--- src/rtl/muxn1_rr_reg.sv ---
// N:1 registered mux with direct or round-robin selection behind a valid/ready output register.
// Optional parity output when MUX_PARITY_EN is defined.

module muxn1_rr_lane #(
  parameter int K     = 0,
  parameter int SEL_W = 2
) (
  input  logic             valid_i,
  input  logic [SEL_W-1:0] ptr_i,
  input  logic [SEL_W-1:0] sel_i,
  output logic             upper_o,
  output logic             direct_o
);
  // upper_o: channel lies at or after the pointer, so it wins over any wrapped-around channel
  assign upper_o  = valid_i && (SEL_W'(K) >= ptr_i);
  assign direct_o = valid_i && (sel_i == SEL_W'(K));
endmodule

module muxn1_rr_reg #(
  parameter int WIDTH    = 2,
  parameter int CHANNELS = 4,
  parameter int SEL_W    = 2
) (
  input  logic                      clk,
  input  logic                      reset_L,
  input  logic [CHANNELS*WIDTH-1:0] data_in,
  input  logic [CHANNELS-1:0]       valid_in,
  output logic [CHANNELS-1:0]       grant,
  input  logic                      mode,
  input  logic [SEL_W-1:0]          selector,
  output logic [WIDTH-1:0]          data_out,
  output logic [SEL_W-1:0]          chan_out,
  output logic                      valid_out,
`ifdef MUX_PARITY_EN
  output logic                      parity_out,
`endif
  input  logic                      ready_out
);

  logic [WIDTH-1:0]    data_q;
  logic [SEL_W-1:0]    chan_q, rr_ptr_q, rr_ptr_d;
  logic                valid_q;
  logic [CHANNELS-1:0] upper, direct;
  logic [SEL_W-1:0]    pick;
  logic                found, load, take;
  logic [WIDTH-1:0]    sel_data;

  for (genvar k = 0; k < CHANNELS; k++) begin : g_lane
    muxn1_rr_lane #(.K(k), .SEL_W(SEL_W)) u_lane (
      .valid_i  (valid_in[k]),
      .ptr_i    (rr_ptr_q),
      .sel_i    (selector),
      .upper_o  (upper[k]),
      .direct_o (direct[k])
    );
  end

  always_comb begin
    pick  = '0;
    found = 1'b0;
    if (mode) begin
      // lowest valid channel is the wrap-around fallback; lowest one at/after rr_ptr overrides it
      for (int k = CHANNELS-1; k >= 0; k--)
        if (valid_in[k]) begin
          pick  = SEL_W'(k);
          found = 1'b1;
        end
      for (int k = CHANNELS-1; k >= 0; k--)
        if (upper[k]) pick = SEL_W'(k);
    end else begin
      for (int k = 0; k < CHANNELS; k++)
        if (direct[k]) begin
          pick  = SEL_W'(k);
          found = 1'b1;
        end
    end
  end

  always_comb begin
    sel_data = '0;
    for (int k = 0; k < CHANNELS; k++)
      if (pick == SEL_W'(k)) sel_data = data_in[k*WIDTH +: WIDTH];
  end

  assign load = !valid_q || ready_out;
  assign take = reset_L && load && found;

  always_comb begin
    grant = '0;
    for (int k = 0; k < CHANNELS; k++)
      grant[k] = take && (pick == SEL_W'(k));
  end

  always_comb begin
    rr_ptr_d = rr_ptr_q;
    if (take && mode)
      rr_ptr_d = (pick == SEL_W'(CHANNELS-1)) ? '0 : pick + SEL_W'(1);
  end

`ifdef MUX_PARITY_EN
  logic parity_q;
  assign parity_out = parity_q;
`endif

  always_ff @(posedge clk) begin
    if (!reset_L) begin
      data_q   <= '0;
      chan_q   <= '0;
      valid_q  <= 1'b0;
      rr_ptr_q <= '0;
`ifdef MUX_PARITY_EN
      parity_q <= 1'b0;
`endif
    end else begin
      rr_ptr_q <= rr_ptr_d;
      if (load) begin
        valid_q <= found;
        if (found) begin
          data_q <= sel_data;
          chan_q <= pick;
`ifdef MUX_PARITY_EN
          parity_q <= ^sel_data;
`endif
        end
      end
    end
  end

  assign data_out  = data_q;
  assign chan_out  = chan_q;
  assign valid_out = valid_q;

endmodule

--- config.mk ---
export PLATFORM = sky130hd
export DESIGN_NAME = muxn1_rr_reg
export DESIGN_NICKNAME = d
export VERILOG_FILES = /design/src/rtl/muxn1_rr_reg.sv
export SDC_FILE = /design/constraint.sdc
export NUM_CORES = 1
export LEC_CHECK = 0
export ABC_AREA = 1
export CAP_MARGIN = 25
export CORE_MARGIN = 1.5
export CORE_UTILIZATION = 25
export CTS_CLUSTER_DIAMETER = 200
export CTS_CLUSTER_SIZE = 14
export DETAILED_ROUTE_END_ITERATION = 10
export PLACE_DENSITY = 0.58
export REMOVE_ABC_BUFFERS = 1
export SYNTH_ARGS = -nofsm -noshare
export SYNTH_HDL_FRONTEND = slang
export SYNTH_SLANG_ARGS = --single-unit
--- constraint.sdc ---
create_clock -name clk -period 3.9 [get_ports clk]
set_input_delay 0.585 -clock clk [delete_from_list [all_inputs] [get_ports clk]]
set_output_delay 0.585 -clock clk [all_outputs]
set_load 0.01 [all_outputs]
======== After elaboration in Yosys (flattened, before gate mapping) ========
Index checks and enable logic that the tools add are counted.
cells by class
  add/sub/neg operators ................... 1
  magnitude comparators ................... 4
  equality and inequality tests ........... 6
  muxes and demuxes ....................... 26
  reductions and logical operators ........ 20
operator list
  kind                                                 count
  2-to-1 mux 2 bit                                     16
  logical AND 1 bit                                    15
  2-to-1 mux 1 bit                                     10
  equality test 2 bit, second input constant           4
  equality test 2 x 1 -> 1 bit, second input constant  2
  >= comparator 1 x 2 -> 1 bit, first input constant   2
  >= comparator 2 bit, first input constant            2
  logical NOT 2 bit                                    2
  adder 2 x 1 -> 2 bit, second input constant          1
  AND reduction 2 bit                                  1
  logical NOT 1 bit                                    1
  logical OR 1 bit                                     1
storage, ports and cells
  register bits ........................... 7
  bits of input ports ..................... 18
  word-level logic and storage cells ...... 61

======== Longest topological paths before layout ========
  depth in word-level cells ............... 14
  depth in mapped cells ................... 17
  gate-level depth less buffers ........... 17

======== Cells and area by module ========
Synthesis repeated with hierarchy kept, for this count alone.
unflattened totals
  cell total of the unflattened synthesis .. 105
  area, all modules ....................... 625.6 um^2
by module, submodules not included
  module                             instances  cells an instance  area an instance (um^2)  seq. area each (um^2)
  muxn1_rr_reg                       1          87                 536.8                    140.1
  muxn1_rr_lane at g_lane[0].u_lane  1          6                  27.5                     0.0
  muxn1_rr_lane at g_lane[2].u_lane  1          4                  22.5                     0.0
  muxn1_rr_lane at g_lane[3].u_lane  1          4                  21.3                     0.0
  muxn1_rr_lane at g_lane[1].u_lane  1          4                  17.5                     0.0

======== Least setup slack after synthesis ========
No wires, ideal clock.
  kind .................................... input to output
  from .................................... in valid_in[0]
  to ...................................... out grant[3]
  data arrival time ....................... 1.473 ns
  data required time ...................... 3.315 ns
  slack ................................... 1.842 ns
  stages .................................. 12
  cells stage by stage .................... inv_1 nand2_1 nand2_1 nand2_1 nand2_1 nand2_1 nand2_1 nand2_1 inv_1 ha_1 inv_1 nor2_1
on the way
  longest elaborated chain between the ends .. 8
  elaborated cells between the ends (all ways) .. 17
RTL lines
  what                           line  source
  from (decl)                    27    input logic [CHANNELS-1:0] valid_in,
  2-to-1 mux 2 bit               64    if (valid_in[k]) begin
  2-to-1 mux 2 bit (3 in a row)  69    if (upper[k]) pick = SEL_W'(k);
  2-to-1 mux 2 bit *             69
  2-to-1 mux 2 bit *             61    if (mode) begin
  named net pick[0]              44    logic [SEL_W-1:0] pick;
  equality test 2 bit *          91    grant[k] = take && (pick == SEL_W'(k));
  logical AND 1 bit *            91
  to (decl)                      28    output logic [CHANNELS-1:0] grant,
The timed path passes the listed nets; every way through them passes the cells marked *.

======== Worst setup path in the final report ========
  from .................................... in valid_in[1]
  to ...................................... out grant[1]
on the way
  longest elaborated chain between the ends .. 9
  elaborated cells between the ends (all ways) .. 21
RTL lines
  what                            line
  2-to-1 mux 2 bit (2 in a row)   64
  2-to-1 mux 2 bit (4 in a row)   69
  2-to-1 mux 2 bit *              61
  named net pick[0]               44
  equality test 2 x 1 -> 1 bit *  91
  logical AND 1 bit *             91
Marks and branches as above.

==> impl_metrics.csv <==
group,metric,value,unit
clock_network,cts_tree,"done",
sta,setup_viol,0,
floorplanning,start_util,26.50,%
synthesis,seq_area_frac_synth,23.68,%
layout,antenna_cells,0,
detailed_routing,drt-total-wl,1.440,mm
detailed_routing,ant_nets,0,
detailed_routing,drt-pass1-iter-count,4,
pwr,p_leak,0.4486,nW
sta,fin_crit,3.150,ns
synthesis,synth_top_area_share,23.68,%
synthesis,synth_top_area_cell,"dfxtp_1",
layout,nets,158,
detailed_routing,vias_per_cell,4.141,
detailed_routing,vias,675,
clock_network,clock_latency,0.25,ns
global_routing,grt-ovfl-total,0,
floorplanning,die_h,51.66,um
global_routing,track_usage,12.03,%
floorplanning,die-area,2668,um2
layout,multiInputGateArea,372.9,um2
clock_network,cts_setup_buffers,0,
clock_network,post_cts_resize_count,0,
run_status,outcome,"completed",
clock_network,clockBufferDepth,2,
sta,fmax,317.4,MHz
clock_network,holdBufCountCts,0,
synthesis,synth_warnings,0,
clock_network,htreeDepth,1,
clock_network,cts-buffers-inserted,3,
sta,rsz0062_at_grt,"no",
place,io_buffers,26,
global_routing,antenna_found_initial,0,
place,hpwl,1.209,mm
detailed_routing,routedWlPerCell,8.834,um
global_routing,grt_pass1_vias,630,
flow_run,cap_viol_max_count,0,
critical_path,end_kind,"output port",
critical_path,required,3.31,ns
place,gp_congestion,0.7535,
critical_path,worstPathArrival,2.57,ns
synthesis,syn_inst,105,
place,dp_slack,0.7088,ns
synthesis,syn_area,591.8,um2
critical_path,startpoint_type,"primary input",
worst_hold_path,worst_hold_path_type,"register to register",
synthesis,syn_area_per_cell,5.636,um2
sta,fin_crit_sh,80.78,%
floorplanning,rows,17,
layout,seqCellArea,140.1,um2
critical_path,crit_type,"primary input to output port",
layout,drive_above_1_share,5.926,%
synthesis,ys_seq_elements,7,
critical_path,cp_max_fo,4,
sta,final-max-slew-violation-count,0,
floorplanning,core,2233,um2
sta,layout_setup_ws,0.7497,ns
synthesis,synthTopCellsByArea,"dfxtp_1 (24%), nand2_1 (20%), inv_1 (12%), nor2_1 (11%), ha_1 (8.5%)",
layout,syn_to_final_growth,54.33,%
sta,worst_pin_slew,0.2957,ns
sta,finalHoldViolCount,0,
pwr,powerDensity,277.8,nW/um2
synthesis,synth_cell_type_count,13,
floorplanning,die_width,51.66,um
pwr,ir_drop,254.1,uV
global_routing,grt_max_degree,10,
sta,skew,0.003475,ns
layout,fill_cells,251,
detailed_routing,drc,0,
floorplanning,io_pins,27,
clock_network,clock_sinks,7,
detailed_routing,drt_iter0_drc,12,
clock_network,clk_pin_slew,0.05,ns
global_routing,grt_pass1_wl,2.442,mm
sta,fin_tns_setup,0,ns
clock_network,cts_root_buffer,"clkbuf_4",
sta,max-slew-margin-rel,80.23,%
## flip-flops by register name, summed over array words and instances (netlist names)
signal	count
chan_out	2
data_out	2
rr_ptr_q	2
valid_out	1
## cells in the mapped netlist
| cell | number |
|---|---|
| a21oi_1 | 5 |
| dfxtp_1 | 7 |
| ha_1 | 4 |
| inv_1 | 19 |
| inv_2 | 2 |
| nand2_1 | 32 |
| nand2_2 | 2 |
| nand3_1 | 9 |
| nand3_4 | 1 |
| nand3b_1 | 1 |
| nand4_1 | 1 |
| nor2_1 | 17 |
| o21ai_0 | 5 |
## path summary, 6_finish.rpt
check | start | end | slack [ns] | cells past startpoint
min reg2reg | chan_out[1] | chan_out[1] | 0.48 | 2
max | valid_in[1] | grant[1] | 0.75 | 13
min | chan_out[1] | chan_out[1] | 0.48 | 2
max reg2reg | rr_ptr_q[1] | data_out[1] | 2.10 | 16
## stage by stage
stage | area, um2 | hold WS [ns] | power [mW] | util (%) | std cells
2_1_floorplan | 591.8 | 0.4735 | 0.1424 | - | 105
3_3_place_gp | 887.1 | 0.4595 | 0.1900 | 39.72 | 159
3_5_place_dp | 887.1 | 0.4703 | 0.1900 | 39.72 | 159
4_1_cts | 913.4 | 0.4807 | 0.2569 | 40.90 | 163
5_1_grt | 913.4 | 0.5087 | 0.2773 | 40.90 | 163
6_report | 913.4 | 0.4823 | 0.2537 | 40.90 | 163
## per-layer routing
layer	routed length (um)	track usage, %	part of all wire [%]	up-vias
met4	0	2.632	0	0
met3	31	3.448	2.2	0
met2	669	20.30	46	9
li1	-	-	-	379
met5	0	0	0	-
met1	739	15.14	51	287
## placed cells by master, fill, tap and decap left out
cell type        instances
nand2_1                 32
clkdlybuf4s50_1         26
nand3_4                  1
nand3b_1                 1
inv_2                    2
nand2_2                  2
clkbuf_1                 1
ha_1                     4
a21oi_1                  5
dfxtp_1                  7
nand4_1                  1
clkbuf_4                 3
inv_1                   19
nor2_1                  17
o21ai_0                  5
nand3_1                  9
## worst max-delay path, stage by stage
cell	delay, ns
clkdlybuf4s50_1	0.52
nand2_1	0.08
nand2_1	0.06
nand2_1	0.04
nand2_1	0.05
nand2_1	0.04
nand2_1	0.05
nand2_1	0.10
inv_1	0.12
ha_1	0.19
inv_1	0.07
nor2_1	0.10
clkdlybuf4s50_1	0.54
## cell families (layout without fill, tap and decap cells)
logic type               after synthesis  after routing  synth area share, %
flip-flops                             7              7                23.68
buffers and inverters                 21             51                13.32
AND/OR/NAND/NOR                       63             63                46.09
AO/OA/AOI/OAI                         10             10                8.455
adder cells (fa/ha/maj)                4              4                8.457
## area by class of cell
type / instances / share of cell area (%)
multi-input cells: 77 / 40.82
repair buffers: 26 / 28.49
flip-flops and latches: 7 / 15.34
inverters: 21 / 8.630
well taps: 28 / 3.836
clock buffers: 4 / 2.877
## power breakdown
| part | switching (mW) | total (mW) | internal, mW |
|---|---|---|---|
| sequential | 0.00449 | 0.0842 | 0.0798 |
| clock | 0.0268 | 0.0658 | 0.0390 |
| combinational | 0.0524 | 0.104 | 0.0513 |
| total | 0.0836 | 0.254 | 0.170 |
No activity file was read; power rests on OpenSTA's default activity.
==> edit, RTL diff (same settings) <==
Build with the macro `MUX_PARITY_EN` defined.
--- a/src/rtl/muxn1_rr_reg.sv
+++ b/src/rtl/muxn1_rr_reg.sv
@@ -1,5 +1,7 @@
 // N:1 registered mux with direct or round-robin selection behind a valid/ready output register.
 // Optional parity output when MUX_PARITY_EN is defined.
+
+`define MUX_PARITY_EN
 
 module muxn1_rr_lane #(
   parameter int K     = 0,
Function (old outputs only; new: parity_out): kept (equiv_simple and equiv_induct, registers matched by name and starting in step).
==> edit against the unedited design <==
- cell area rose by 12%
- wire length rose by 17%
- sequential power rose by 15%
- clock power fell by 4.6%
- power rose by 12%
- synthesized area rose by 16%
- core utilization fell by 0.88 points
- non-clock buffer count rose by 1
- via count rose by 16%
- sequential cell count rose by 1
- worst setup slack got worse by 0.13 ns
- cell count rose by 8.6%
- largest cell class unchanged
==> edit: results (changes against the unedited design) <==
Detailed routing
  • Via density: 4.41 (was 4.14)
  • DR WL/cell: 9.55 um (was 8.83 um)
  • Initial drt markers: 13 (was 12)

Yosys
  • Synth Area in XOR/XNOR: 0 (unchanged)
  • Synth area leaders: dfxtp_1 23%, nand2_1 21%, nor2_1 11% (was dfxtp_1 24%, nand2_1 20%, inv_1 12%)
  • Unique masters post-synth: 16 (was 13)
  • Seq/Total Area, Yosys: 0.233 (was 0.237)
  • Post-synth top cells: 38 x nand2_1, 20 x nor2_1, 19 x inv_1 (was 32 x nand2_1, 19 x inv_1, 17 x nor2_1)
  • Synth Area in Compound Gates: 0.0673 (was 0.0846)
  • Synth Area in Adders: 0.0727 (was 0.0846)

Placement
  • Half-perimeter wire length after placement: 1370 um (was 1210 um)
  • Port bufs: 27 (was 26)
  • Routability congestion estimate from global placement: 0.758 (was 0.754)

STA
  • Clk_skew: 0.000645 ns (was 0.00347 ns)
  • Worst Tran Pin Value: 0.339 ns (was 0.296 ns)

Clock network
  • Post-CTS sizing: 0 (unchanged)
  • Clk_lat worst skew: 0.25 ns (about the same)
  • CTS Buf Count: 3 (unchanged)

Power and ir drop
  • VDD IR max: 181 uV (was 254 uV)
  • Lkg Pwr: 0.493 nW (was 0.449 nW)
  • Switch Pwr: 0.0981 mW (was 0.0836 mW)

Layout
  • Final nets: 171 (was 158)
  • Fill cells: 281 (was 251)
  • Layout cells sized above 1: 0.0748 (was 0.0593)

Global route
  • Number of global-route vias before repair: 644 (was 630)
  • All-Layer GR Usage: 0.112 (was 0.120)
  • First-pass GRT wire length: 2810 um (was 2440 um)
  • Largest net degree at the start of global routing: 10 (unchanged)

Setup path
  • Crit path DAT: 2.70 ns (was 2.57 ns)

Status
  • Status: completed (unchanged)
-- edit: changes by cell type in the layout (fill, tap and decap cells not counted), moves of 2 or more --
cell,unedited run,this run
nand2_1,32,38
nand2_2,2,0
nand3_1,9,11
nor2_1,17,20
nor2_2,0,2
o21ai_0,5,1
-- edit: worst max-delay path, cell delays in order --
cell and delay [ns]:
clkdlybuf4s50_1 0.55, nand3_1 0.12, nand3_1 0.09, nand2_1 0.05, nor2_1 0.28, ha_1 0.25, inv_1 0.09, nor2_1 0.12
clkdlybuf4s50_1 0.55
-- edit: final timing paths --
check / from / endpoint / slack [ns] / depth (start not counted)
max: valid_in[2] / grant[2] / 0.62 / 9
min: data_out[1] / data_out[1] / 0.47 / 2
max reg2reg: rr_ptr_q[1] / parity_out / 1.92 / 17
min reg2reg: data_out[1] / data_out[1] / 0.47 / 2
-- edit: layout make-up --
class / instances / area (um2) / area share
Timing Repair Buffer: 27 / 270 / 0.265
Multi-Input combinational cell: 89 / 453 / 0.445
Clock buffer: 3 / 22.5 / 0.0221
Tap cell: 30 / 37.5 / 0.0369
Sequential cell: 8 / 160 / 0.157
Inverter: 20 / 75.1 / 0.0737
-- edit: power groups by stage --
stage	combinational, mW	sequential (mW)	clock, mW
6_report	0.125	0.0967	0.0628
5_1_grt	0.141	0.0981	0.0723
4_1_cts	0.126	0.0969	0.0660
3_5_place_dp	0.126	0.0987	0
3_3_place_gp	0.125	0.0983	0
2_1_floorplan	0.0680	0.102	0
-- edit: logic make-up (layout without fill, tap and decap cells) --
logic type | Yosys count | count (layout)
and+or+nand+nor | 77 | 77
adders and majority gates | 4 | 4
AOI/OAI and AO/OA | 8 | 8
buffers and inverters | 20 | 50
DFF | 8 | 8
-- edit: layer usage --
metal / share of wire / wire (um) / global-route usage / vias to the layer above
li1: - / - / - / 426
met3: 0.052 / 88 / 0.0258 / 5
met4: 0.020 / 34 / 0.0627 / 0
met2: 0.43 / 731 / 0.168 / 27
met1: 0.49 / 837 / 0.148 / 322
met5: 0 / 0 / 0 / -
-- edit: metrics by stage --
stage	worst slack (ns)	power (mW)	hold slack, ns	cell area, um2	std cells
finish	0.619	0.284	0.466	1020	177
global route	0.439	0.311	0.490	1020	177
CTS	0.587	0.289	0.475	1020	177
detailed placement	0.588	0.224	0.468	996	174
global placement	0.657	0.223	0.464	996	174
floorplan	1.78	0.170	0.473	688	117
